==> src/rtl/wb_dsp_master_arbiter.sv <==
// wb_dsp_master_arbiter
// Round-robin Wishbone master front-end: NUM_REQ requesters share one
// registered single-transfer Wishbone master port, with retry handling and
// per-requester completion/error pulses.
//
// Optional feature macro: WB_DSP_ARB_TIMEOUT_EN
//   Defined   -> a BUS watchdog ends a transfer with error after TIMEOUT
//                BUS cycles without any slave response.
//   Undefined -> BUS waits indefinitely; TIMEOUT has no effect.
//
// Handshake: a requester raises req_start[i] for one cycle and then holds
// its address/selection/write/data stable until req_done[i] pulses; a second
// pulse while the request is still pending is absorbed. req_error[i] pulses
// together with req_done[i] when the transfer failed, and req_data_rd is
// valid with req_done[i] for reads (held until the next read ack). On the
// Wishbone side cyc and stb are always asserted together and the transfer
// fields stay stable while cyc/stb are high and through a retry gap.
module wb_dsp_master_arbiter #(
    parameter int NUM_REQ   = 4,
    parameter int aw        = 32,
    parameter int dw        = 32,
    parameter int MAX_RETRY = 3,
    parameter int TIMEOUT   = 255
) (
    input  logic                    wb_clk,
    input  logic                    wb_rst_n,
    // requester side
    input  logic [NUM_REQ-1:0]      req_start,
    input  logic [NUM_REQ*aw-1:0]   req_address,
    input  logic [NUM_REQ*4-1:0]    req_selection,
    input  logic [NUM_REQ-1:0]      req_write,
    input  logic [NUM_REQ*dw-1:0]   req_data_wr,
    output logic [NUM_REQ-1:0]      req_done,
    output logic [NUM_REQ-1:0]      req_error,
    output logic [dw-1:0]           req_data_rd,
    output logic [NUM_REQ-1:0]      grant,
    output logic                    active,
    // Wishbone master port
    output logic [aw-1:0]           wb_adr_o,
    output logic [dw-1:0]           wb_dat_o,
    output logic [3:0]              wb_sel_o,
    output logic                    wb_we_o,
    output logic                    wb_cyc_o,
    output logic                    wb_stb_o,
    output logic [2:0]              wb_cti_o,
    output logic [1:0]              wb_bte_o,
    input  logic [dw-1:0]           wb_dat_i,
    input  logic                    wb_ack_i,
    input  logic                    wb_err_i,
    input  logic                    wb_rty_i,
    // debug: current FSM state (0 IDLE, 1 BUS, 2 RETRY, 3 DONE)
    output logic [1:0]              o_dbg_state
);

    localparam int IW = $clog2(NUM_REQ);

    typedef enum logic [1:0] {
        ST_IDLE  = 2'd0,
        ST_BUS   = 2'd1,
        ST_RETRY = 2'd2,
        ST_DONE  = 2'd3
    } state_t;

    // registered state
    state_t             r_state;
    logic [NUM_REQ-1:0] r_pending;
    logic [NUM_REQ-1:0] r_grant;
    logic [IW-1:0]      r_gidx;
    logic [IW-1:0]      r_ptr;
    logic [3:0]         r_retry_cnt;
    logic               r_cyc;
    logic [aw-1:0]      r_adr;
    logic [dw-1:0]      r_dat;
    logic [3:0]         r_sel;
    logic               r_we;
    logic [NUM_REQ-1:0] r_done;
    logic [NUM_REQ-1:0] r_error;
    logic [dw-1:0]      r_data_rd;

    // combinational helpers
    logic               w_any;
    logic [IW-1:0]      w_sel_idx;
    int                 w_cand;
    logic [NUM_REQ-1:0] w_sel_onehot;
    logic [NUM_REQ-1:0] w_clr;
    logic [aw-1:0]      w_sel_adr;
    logic [dw-1:0]      w_sel_dat;
    logic [3:0]         w_sel_sel;
    logic               w_sel_we;
    logic               w_finish;
    logic               w_fail;
    logic               w_retry;

`ifdef WB_DSP_ARB_TIMEOUT_EN
    localparam int WDW = $clog2(TIMEOUT + 1);
    logic [WDW-1:0]     r_wdog;
`else
    logic [31:0]        w_timeout_unused;
    assign w_timeout_unused = 32'(TIMEOUT);
`endif

    // Round-robin pick: first pending bit after the last-granted index, wrapping.
    always_comb begin
        w_any     = 1'b0;
        w_sel_idx = '0;
        w_cand    = 0;
        for (int k = 1; k <= NUM_REQ; k++) begin
            w_cand = int'(r_ptr) + k;
            if (w_cand >= NUM_REQ) begin
                w_cand = w_cand - NUM_REQ;
            end
            if (!w_any && r_pending[IW'(w_cand)]) begin
                w_any     = 1'b1;
                w_sel_idx = IW'(w_cand);
            end
        end
    end

    assign w_sel_onehot = {{(NUM_REQ-1){1'b0}}, 1'b1} << w_sel_idx;
    assign w_sel_adr    = req_address[w_sel_idx*aw +: aw];
    assign w_sel_dat    = req_data_wr[w_sel_idx*dw +: dw];
    assign w_sel_sel    = req_selection[w_sel_idx*4 +: 4];
    assign w_sel_we     = req_write[w_sel_idx];

    // BUS outcome for this edge: ack beats err beats rty beats watchdog.
    always_comb begin
        w_finish = 1'b0;
        w_fail   = 1'b0;
        w_retry  = 1'b0;
        if (r_state == ST_BUS) begin
            if (wb_ack_i) begin
                w_finish = 1'b1;
            end else if (wb_err_i) begin
                w_finish = 1'b1;
                w_fail   = 1'b1;
            end else if (wb_rty_i) begin
                if (r_retry_cnt < 4'(MAX_RETRY)) begin
                    w_retry = 1'b1;
                end else begin
                    w_finish = 1'b1;
                    w_fail   = 1'b1;
                end
            end
`ifdef WB_DSP_ARB_TIMEOUT_EN
            else if (r_wdog == WDW'(TIMEOUT - 1)) begin
                w_finish = 1'b1;
                w_fail   = 1'b1;
            end
`endif
        end
    end

`ifdef WB_DSP_ARB_TIMEOUT_EN
    // Watchdog: zero outside BUS, so every entry into BUS starts a fresh count.
    always_ff @(posedge wb_clk or negedge wb_rst_n) begin
        if (!wb_rst_n) begin
            r_wdog <= '0;
        end else if (r_state != ST_BUS) begin
            r_wdog <= '0;
        end else begin
            r_wdog <= r_wdog + 1'b1;
        end
    end
`endif

    // Pending bits: the granted bit clears in DONE, but a new start in that
    // same cycle is ORed in afterwards and therefore wins.
    assign w_clr = (r_state == ST_DONE) ? r_grant : '0;

    always_ff @(posedge wb_clk or negedge wb_rst_n) begin
        if (!wb_rst_n) begin
            r_pending <= '0;
        end else begin
            r_pending <= (r_pending & ~w_clr) | req_start;
        end
    end

    // Transfer FSM with registered bus fields, grant and completion pulses.
    always_ff @(posedge wb_clk or negedge wb_rst_n) begin
        if (!wb_rst_n) begin
            r_state     <= ST_IDLE;
            r_grant     <= '0;
            r_gidx      <= '0;
            r_ptr       <= IW'(NUM_REQ - 1);
            r_retry_cnt <= '0;
            r_cyc       <= 1'b0;
            r_adr       <= '0;
            r_dat       <= '0;
            r_sel       <= '0;
            r_we        <= 1'b0;
            r_done      <= '0;
            r_error     <= '0;
            r_data_rd   <= '0;
        end else begin
            r_done  <= '0;
            r_error <= '0;
            case (r_state)
                ST_IDLE: begin
                    if (w_any) begin
                        r_grant <= w_sel_onehot;
                        r_gidx  <= w_sel_idx;
                        r_adr   <= w_sel_adr;
                        r_dat   <= w_sel_dat;
                        r_sel   <= w_sel_sel;
                        r_we    <= w_sel_we;
                        r_cyc   <= 1'b1;
                        r_state <= ST_BUS;
                    end
                end
                ST_BUS: begin
                    if (w_finish) begin
                        // bus fields return to zero so the port idles at all-zero
                        r_cyc   <= 1'b0;
                        r_adr   <= '0;
                        r_dat   <= '0;
                        r_sel   <= '0;
                        r_we    <= 1'b0;
                        r_done  <= r_grant;
                        r_error <= w_fail ? r_grant : '0;
                        if (wb_ack_i && !r_we) begin
                            r_data_rd <= wb_dat_i;
                        end
                        r_state <= ST_DONE;
                    end else if (w_retry) begin
                        r_retry_cnt <= r_retry_cnt + 4'd1;
                        r_cyc       <= 1'b0;
                        r_state     <= ST_RETRY;
                    end
                end
                ST_RETRY: begin
                    // one-cycle gap with fields held, then re-issue
                    r_cyc   <= 1'b1;
                    r_state <= ST_BUS;
                end
                ST_DONE: begin
                    r_grant     <= '0;
                    r_ptr       <= r_gidx;
                    r_retry_cnt <= '0;
                    r_state     <= ST_IDLE;
                end
                default: begin
                    r_state <= ST_IDLE;
                end
            endcase
        end
    end

    assign req_done    = r_done;
    assign req_error   = r_error;
    assign req_data_rd = r_data_rd;
    assign grant       = r_grant;
    assign active      = (r_state != ST_IDLE);
    assign wb_adr_o    = r_adr;
    assign wb_dat_o    = r_dat;
    assign wb_sel_o    = r_sel;
    assign wb_we_o     = r_we;
    assign wb_cyc_o    = r_cyc;
    assign wb_stb_o    = r_cyc;
    assign wb_cti_o    = 3'b000;
    assign wb_bte_o    = 2'b00;
    assign o_dbg_state = r_state;

endmodule
==> config.mk <==
export PLATFORM = sky130hd
export DESIGN_NAME = wb_dsp_master_arbiter
export DESIGN_NICKNAME = d
export VERILOG_FILES = /design/src/rtl/wb_dsp_master_arbiter.sv
export SDC_FILE = /design/constraint.sdc
export NUM_CORES = 1
export LEC_CHECK = 0
export BUFFER_PORTS_ARGS = -buffer_cell sky130_fd_sc_hd__clkbuf_2
export CAP_MARGIN = 20
export CORE_AREA = 2 2 173 175
export DETAILED_ROUTE_END_ITERATION = 12
export DIE_AREA = 0 0 175 177
export PLACE_DENSITY = 0.47
export RECOVER_POWER = 25
export SYNTH_ARGS = -nofsm -noshare
export SYNTH_HDL_FRONTEND = slang
export SYNTH_SLANG_ARGS = --single-unit
==> constraint.sdc <==
create_clock -name wb_clk -period 2.35 [get_ports wb_clk]
set_input_delay 0.47 -clock wb_clk [delete_from_list [all_inputs] [get_ports wb_clk]]
set_output_delay 0.47 -clock wb_clk [all_outputs]
set_load 0.02 [all_outputs]
==> flow_summary.ini <==
[sta]
tns_ns = 0
skew_ns = 0.01196
hold_viol_final = 0
worstMarginPinSlew_ns = 1.407
period_share_pct = 93.61
finalSetupViolCount = 0
hold_ws_ns = 0.2348
min_period_ns = 2.200
drv_slew = 0
fmax_mhz = 454.6
rsz0062_at_grt = yes
max_slew_margin_pct = 6.208

[setup_path]
cp.required_ns = 2.69
path_buf_inv = 0
cp_num_cells = 5
reg2regPathDepth = 5
crit_family = simple AND/OR/NAND/NOR gates
r2r-end = wb_adr_o[26]
crit_path_max_incr_delay_ns = 0.84
crit_arrival_ns = 2.54
crit_end = wb_adr_o[26]
crit_chain = o21ai_0 -> o211ai_1 -> nor2_2 -> a22oi_1 -> o211ai_1
r2r_setup_slack_ns = 0.15
cp-end-kind = register
crit_top_cell = o211ai_1
cp-start-kind = register
timing.rr.start = r_pending[0]
criticalPathCategory = register to register
setup.worst_path.start = r_pending[0]
critPathSlowestCell = nor2_2
cp_max_fo = 15

[power_and_ir_drop]
vdd_drop_max_v = 0.0006079
p_clk_share_pct = 22.4
switching_power_mw = 5.318
swShare_pct = 42.63
seqPwrFrac_pct = 28.2
power_leakage_nw = 5.035
combinationalPowerShare_pct = 49.4
p_int_mw = 7.156
power_per_cell_area_nw_per_um2 = 1238

[floorplan]
io_pins = 440
die_height_um = 177
die_x_um = 175
core_area_sq_um = 29240
fp.dieArea_sq_um = 30980
rows = 63
start_util_pct = 23.45

[worst_hold_path]
min_path_type = input port to register
min_from = req_start[2]

[final_layout]
final_cells = 1449
layout_commonest_cell = clkbuf_2
drive_gt1_share_pct = 54.77
mostFrequentLayoutCells = 434 x clkbuf_2, 126 x dfrtp_1, 74 x nand2_1
diodes = 0
nets = 1364
areaGrowthSynthToFinish_pct = 46.89
final_area_sq_um = 10070
postLayoutCoreUtil_pct = 34.45

[clocking]
cts_setup_buffers = 0
cts_buffers = 17
cts_buffer_depth = 2
clk_pin_slew_ns = 0.07
cts_tree = yes
cts_hold_buf = 0
cts_max_level = 4
cts_resized = 0
root_buffer = clkbuf_16
cts.sinks = 128
worst_skew_pair.late_latency_ns = 0.42

[routing]
first_iter_violations = 253
dr.pass1.iters = 5
ant_nets = 0
vias = 6514
remaining_drc_errors = 0
avgRoutedWirePerCell_um = 17.96
wl_um = 26030
drt-vias-per-instance = 4.496

[placed_design]
dpl_cell_area_sq_um = 9469
gp_congestion = 0.7435
place_inst = 1415
hpwl_um = 19930
numPortBuffers = 434

[outcome]
status = finished, final reports clean

[global_routing]
first_global_vias = 6662
overflow = 0
antenna_found_initial = 0
grt_max_degree = 60
grt_util_all_layers_pct = 16.14
grt_pass1_wl_um = 38160

[logic_synthesis]
synth_ff_type = dfrtp_1
synth_cell_types = 54
async_flop_share_pct = 100.0
synth-edff-count = 0
ys_ff_latch = 128
netlist_instances = 616
postSynthAreaPerCell_sq_um = 11.13
yosysSeqAreaShare_pct = 46.74
yosysWarnings = 0
netlist_area_sq_um = 6858

[run]
drv_cap = 0
-- cells in the mapped netlist, types with 2 or more instances --
master    instances  share of area, %
a21bo_1           5              0.73
a21bo_2          12               1.8
a21boi_0          2              0.22
a21o_1            6              0.66
a21oi_1           3              0.22
a22oi_1          52               5.7
a31o_2            4              0.51
and2_1           10              0.91
buf_2            19               1.4
buf_4            15               1.6
buf_6             8               1.3
clkbuf_1          3              0.16
clkbuf_2          2              0.15
clkbuf_4          3              0.33
dfrtp_1         126                46
dfstp_2           2              0.77
inv_1             3              0.16
mux2_2           32               5.3
mux2i_1          70                10
nand2_1          75               4.1
nand2_2          10              0.91
nand3_1          19               1.4
nor2_1            8              0.44
nor2b_1           2              0.18
nor3_1            4              0.29
o211ai_1         61               6.7
o211ai_2         11               2.0
o21ai_0          22               1.6
o21ai_2           2              0.26
-- layer usage --
metal | wire length (um) | up-vias | share of wire, % | track usage (%)
met4 | 503 | 0 | 1.9 | 5.486
met5 | 0 | - | 0 | 0
met1 | 10220 | 3035 | 39 | 18.11
met2 | 13510 | 306 | 52 | 29.53
met3 | 1799 | 28 | 6.9 | 4.253
li1 | - | 3145 | - | -
-- flip-flops by register name (all words and copies together) (netlist names), 4 cells and up --
| signal | count |
|---|---|
| r_pending | 4 |
| grant | 4 |
| wb_sel_o | 4 |
| wb_adr_o | 32 |
| req_done | 4 |
| req_data_rd | 32 |
| r_retry_cnt | 4 |
| wb_dat_o | 32 |
| req_error | 4 |
-- power groups by stage --
stage               clock, mW  sequential [mW]  combinational [mW]
finish                   2.80             3.52                6.16
global route             3.01             3.63                6.70
CTS                      2.92             3.53                6.28
detailed placement          0             3.58                6.27
global placement            0             3.54                6.22
floorplan                   0             4.31                3.41
-- metrics by stage --
stage	setup WS, ns	power (mW)
2_1_floorplan	0.4303	7.710
3_3_place_gp	0.008627	9.755
3_5_place_dp	0.1153	9.847
4_1_cts	0.09230	12.74
5_1_grt	0.006323	13.34
6_report	0.1502	12.47
-- how the worst min path moves through the flow --
stage               cells after the start  slack [ns]           end
floorplan                               0        0.17      grant[0]
global placement                        1        0.47  wb_dat_o[12]
detailed placement                      1        0.47  wb_dat_o[28]
CTS                                     1       0.009  wb_dat_o[28]
global route                            2        0.22  r_pending[2]
finish                                  2        0.23  r_pending[2]
-- kinds of logic after synthesis --
logic type                 synth area share, %
adders and majority gates               0.1824
other                                  0.05468
AOI/OAI and AO/OA                        21.71
muxes                                    15.67
buffers and inverters                    5.656
and+or+nand+nor                          9.980
DFF                                      46.74
-- area by class of cell --
type,instances,area [sq um]
Clock inverter,14,168.9
Clock buffer,18,439.2
Tap cell,390,488.0
Multi-Input combinational cell,439,3317
Sequential cell,128,3206
Fill cell,3060,19170
Timing Repair Buffer,457,2444
Inverter,3,11.26
No activity file was read; power rests on OpenSTA's default activity.
